--- src/rtl/vend_coin_feeder.sv ---
// Customer-side payment driver for the vending machine.
// Feeds one coin per cycle until PRICE is met, then awaits Dispense.
module vend_coin_feeder #(
    parameter int PRICE    = 4,
    parameter int WAIT_MAX = 4
) (
    input  logic       Clk,
    input  logic       Reset,
    input  logic       Start,
    input  logic [3:0] N1_in,
    input  logic [3:0] N2_in,
    input  logic       Dispense,
    output logic [1:0] Coin_out,
    output logic       Busy,
    output logic       Done,
    output logic       Fail,
    output logic       Overpaid,
    output logic [3:0] Left1,
    output logic [3:0] Left2
);

    typedef enum logic [2:0] {
        S_IDLE,
        S_LOAD,
        S_PAY,
        S_WAIT,
        S_DONE,
        S_FAIL
    } state_t;

    localparam logic [3:0] PRICE_C   = 4'(PRICE);
    localparam logic [5:0] PRICE_W   = 6'(PRICE);
    localparam logic [3:0] WAIT_LAST = 4'(WAIT_MAX - 1);

    state_t     state;
    state_t     state_n;
    logic [3:0] paid;
    logic [3:0] paid_n;
    logic [3:0] wcnt;
    logic [3:0] wcnt_n;
    logic [3:0] left1_n;
    logic [3:0] left2_n;
    logic [1:0] coin_n;
    logic       done_n;
    logic       fail_n;
    logic       ovp_n;

    logic [5:0] funds;
    logic [3:0] rem;
    logic [1:0] sel_code;
    logic [3:0] sel_val;
    logic       dec1;
    logic       dec2;
    logic [3:0] sum;

    // Total purse value, widened so 15 + 2*15 cannot wrap.
    assign funds = {2'b00, Left1} + {1'b0, Left2, 1'b0};
    assign rem   = PRICE_C - paid;
    assign sum   = paid + sel_val;
    assign Busy  = (state != S_IDLE);

    // Pick the largest useful coin for the credit still owed.
    always_comb begin
        sel_code = 2'b10;
        sel_val  = 4'd2;
        dec1     = 1'b0;
        dec2     = 1'b1;
        if (rem >= 4'd3 && Left1 != 4'd0 && Left2 != 4'd0) begin
            sel_code = 2'b11;
            sel_val  = 4'd3;
            dec1     = 1'b1;
            dec2     = 1'b1;
        end else if (rem >= 4'd2 && Left2 != 4'd0) begin
            sel_code = 2'b10;
            sel_val  = 4'd2;
            dec1     = 1'b0;
            dec2     = 1'b1;
        end else if (Left1 != 4'd0) begin
            sel_code = 2'b01;
            sel_val  = 4'd1;
            dec1     = 1'b1;
            dec2     = 1'b0;
        end
    end

    // Next-state and next-output decode.
    always_comb begin
        state_n = state;
        paid_n  = paid;
        wcnt_n  = wcnt;
        left1_n = Left1;
        left2_n = Left2;
        coin_n  = 2'b00;
        ovp_n   = Overpaid;
        unique case (state)
            S_IDLE: begin
                if (Start) begin
                    left1_n = N1_in;
                    left2_n = N2_in;
                    paid_n  = 4'd0;
                    ovp_n   = 1'b0;
                    state_n = S_LOAD;
                end
            end
            S_LOAD: begin
                if (funds < PRICE_W) begin
                    state_n = S_FAIL;
                end else begin
                    state_n = S_PAY;
                end
            end
            S_PAY: begin
                coin_n = sel_code;
                paid_n = sum;
                if (dec1) begin
                    left1_n = Left1 - 4'd1;
                end
                if (dec2) begin
                    left2_n = Left2 - 4'd1;
                end
                if (sum >= PRICE_C) begin
                    state_n = S_WAIT;
                    wcnt_n  = 4'd0;
                    if (sum > PRICE_C) begin
                        ovp_n = 1'b1;
                    end
                end
            end
            S_WAIT: begin
                if (Dispense) begin
                    state_n = S_DONE;
                end else if (wcnt == WAIT_LAST) begin
                    state_n = S_FAIL;
                end else begin
                    wcnt_n = wcnt + 4'd1;
                end
            end
            S_DONE: state_n = S_IDLE;
            S_FAIL: state_n = S_IDLE;
            default: state_n = S_IDLE;
        endcase
        done_n = (state_n == S_DONE);
        fail_n = (state_n == S_FAIL);
    end

    // State and registered outputs; reset clears everything at once.
    always_ff @(posedge Clk or posedge Reset) begin
        if (Reset) begin
            state    <= S_IDLE;
            paid     <= 4'd0;
            wcnt     <= 4'd0;
            Left1    <= 4'd0;
            Left2    <= 4'd0;
            Coin_out <= 2'b00;
            Done     <= 1'b0;
            Fail     <= 1'b0;
            Overpaid <= 1'b0;
        end else begin
            state    <= state_n;
            paid     <= paid_n;
            wcnt     <= wcnt_n;
            Left1    <= left1_n;
            Left2    <= left2_n;
            Coin_out <= coin_n;
            Done     <= done_n;
            Fail     <= fail_n;
            Overpaid <= ovp_n;
        end
    end

endmodule

--- config.mk ---
export PLATFORM = sky130hd
export DESIGN_NAME = vend_coin_feeder
export DESIGN_NICKNAME = d
export VERILOG_FILES = /design/src/rtl/vend_coin_feeder.sv
export SDC_FILE = /design/constraint.sdc
export NUM_CORES = 1
export LEC_CHECK = 0
export ABC_CLOCK_PERIOD_IN_PS = 3300
export CAP_MARGIN = 0
export CORE_ASPECT_RATIO = 1.25
export CORE_MARGIN = 2
export CORE_UTILIZATION = 40
export CTS_CLUSTER_SIZE = 28
export DETAILED_ROUTE_END_ITERATION = 12
export GPL_TIMING_DRIVEN = 0
export SLEW_MARGIN = 25
export SYNTH_ARGS = -nofsm -noshare
export SYNTH_HDL_FRONTEND = slang
export SYNTH_SLANG_ARGS = --single-unit
--- constraint.sdc ---
create_clock -name Clk -period 3.3 [get_ports Clk]
set_input_delay 0.33 -clock Clk [delete_from_list [all_inputs] [get_ports Clk]]
set_output_delay 0.33 -clock Clk [all_outputs]
set_load 0.01 [all_outputs]
==> reports/qor.yml <==
drv_slew: 0
core-area_um2: 4099
start_util: 0.4161
root_buffer: "clkbuf_8"
synth_xor_area_frac: 0.02568
reg2reg_to: "wcnt[3]"
cap_violations: 0
yosys.area_share.simple: 0.2509
grt_first_pass_wirelength_mm: 7.038
portBuffers: 25
synth_nets: 212
fin_skew_ps: 4.328
status: "finished clean"
wl_per_cell_um: 15.53
die_h_um: 77
synth_edf_count: 0
p_clk_frac: 0.072
grt_usage: 0.1816
synth.area.mux_share: 0.01247
drc: 0
crit_top_cell: "ha_4"
hold_viol_final: 0
finalNetCount: 253
area_growth_pct: 30.52
p_comb_frac: 0.700
final-setup-viol-count: 0
antenna_found_initial: 0
n_antenna_cell: 0
intPower_mw: 1.347
p_leak_nw: 0.9688
pwr-share-seq: 0.228
relSlewSlack: 0.6321
path_cells: "inv_4, ha_4, or3b_4, and3_4, nor3_4, ha_4, inv_2, fa_2, nor4bb_1, mux2i_1, and4bb_2, xnor2_2, nor2_1"
boundaryPins: 26
min_path_type: "input port to async pin"
cts_tree: "built"
fin_crit_ps: 3201
clockBufferDepth: 2
antenna_left: 0
syn_area_um2: 1705
grt_max_degree: 25
numCtsBuffers: 3
ff2ff_setup_slack_ps: 100
worstSetupPathType: "register to register"
htreeDepth: 1
post_drt_via_cell_ratio: 5.560
path_buf_inv: 2
max_stage_delay_ps: 450
dieArea_um2: 4805
final_common_cell: "clkdlybuf4s50_1"
fmax_mhz: 312.4
hold_buffers: 0
p_sw_frac: 0.4520
place_hpwl_mm: 3.210
synthArstFlopShare: 1.000
r2r-start: "Left2[1]"
rows: 26
cp_max_fo: 8
crit_required_ps: 3440
placed_cell_area_um2: 2026
dp.cells: 268
worst_ir_drop_vdd_v: 0.0004574
critPathArrivalTime_ps: 3340
clk_latency_ps: 270
power_density_nw_per_um2: 1104
reg2regPathDepth: 13
overflow: 0
yosysSeqAreaShare: 0.3522
tightestPinTransition_ps: 549.4
path_clk_slew_ps: 90
clock_sink_count: 24
critPathTopFamily: "simple AND/OR/NAND/NOR gates"
p_sw_mw: 1.111
synth_top_area_cell: "dfrtp_1"
synth_top_family_by_area: "simple AND/OR/NAND/NOR gates"
routed_wirelength_mm: 4.379
vias: 1568
yosys_most_used_dff: "dfrtp_1"
yosys_warnings: 0
rsz0062_at_grt: "yes"
ys_ff_latch: 24
instances_no_fill: 282
finalCritPeriodShare: 0.9701
critPathCaptureType: "register"
synthAdderAreaFrac: 0.1042
yosys.cell_types.count: 59
cp_slowest_cell: "dfrtp_2"
avgSynthCellArea_um2: 9.120
layout_common_cells: "25 x clkdlybuf4s50_1, 21 x dfrtp_1, 18 x nor2_1"
synth_area_leaders: "dfrtp_1 35%, ha_1 8.1%, nor2_1 4.0%"
drt_iter0_drc: 58
postLayoutCellArea_um2: 2226
layout-drive-gt1-share: 0.2522
yosysTopAreaCellShare: 0.3522
grt_pass1_vias: 1563
drtPass1Iterations: 5
place_congestion: 0.7925
synth-compound-area-share: 0.2003
n_fill_cell: 400
start_kind: "register"
die_w_um: 62.40
syn_inst: 187
[cells in the mapped netlist (all sizes together) (4+ instances only)]
library cell and instances:
dfrtp 24, nor2 18, inv 15, nand2 14, o21ai 14, ha 11
a21oi 10, nand3 9, buf 5, nor3 4
[what timing repair did]
item / 4_1_cts / 5_1_grt
pin swaps: 1 / 7
setup buffers: 1 / 10
gates resized for setup: 3 / 19
endpoints found under the setup margin: 5 / 6
endpoints found under the hold margin: 0 / 0
[sequential cells by signal, indices dropped and copies added (netlist names)]
name and flops:
paid 4, Overpaid 1, wcnt 4, Left1 4, Fail 1, Done 1
Coin_out 2, Left2 4, state 3
[routing by layer]
layer	GRT usage	up-vias	wire length, µm
met5	0	-	0
met4	0.04667	0	16
met3	0.02053	2	114
met2	0.3409	31	2368
met1	0.2173	787	1879
li1	-	748	-
[cell families (layout without fill, tap and decap cells)]
kind of cell | after synthesis | count (layout)
AOI/OAI and AO/OA | 46 | 46
xor gates and xnor gates | 5 | 5
adders and majority gates | 13 | 13
buffers and inverters | 23 | 62
DFF | 24 | 24
muxes | 2 | 2
and+or+nand+nor | 74 | 74
[per-stage QoR]
stage	total power [mW]	utilization	hold slack, ps	TNS [ps]	worst slack [ps]
floorplan	1.590	-	344.6	0	96.04
global route	2.681	0.5430	479.7	-15.87	-15.87
CTS	2.268	0.5079	492.0	-111.0	-66.16
global placement	1.977	0.4942	467.9	-224.2	-177.7
detailed placement	2.045	0.4942	476.6	-601.8	-290.4
finish	2.458	0.5430	424.8	0	98.71
[power groups by stage]
stage	Combinational [mW]	Sequential (mW)	Clock (mW)
2_1_floorplan	1.02	0.567	0
3_3_place_gp	1.42	0.559	0
3_5_place_dp	1.48	0.568	0
4_1_cts	1.52	0.562	0.187
5_1_grt	1.91	0.578	0.196
6_report	1.72	0.561	0.177
[final cells by class]
type                       count  area (µm²)  area share
multi-input combinational    140        1080      0.4851
sequential                    24       604.3      0.2715
timing repair buffer          36       332.8      0.1495
tap                           56       70.07     0.03148
inverter                      15       61.31     0.02754
clock buffer                   3       41.29     0.01855
buffer                         8       36.28     0.01630
[worst max path at each step]
stage	cells after the start	end	slack, ps	start
final	13	wcnt[3]	100	Left2[1]
after global routing	13	wcnt[3]	-20	Left2[1]
after CTS	13	wcnt[3]	-70	paid[1]
after detailed placement	13	wcnt[3]	-290	paid[1]
after global placement	13	wcnt[3]	-180	paid[1]
after floorplan	13	wcnt[3]	100	paid[1]
Note: power is estimated with default switching activity, not from simulation.
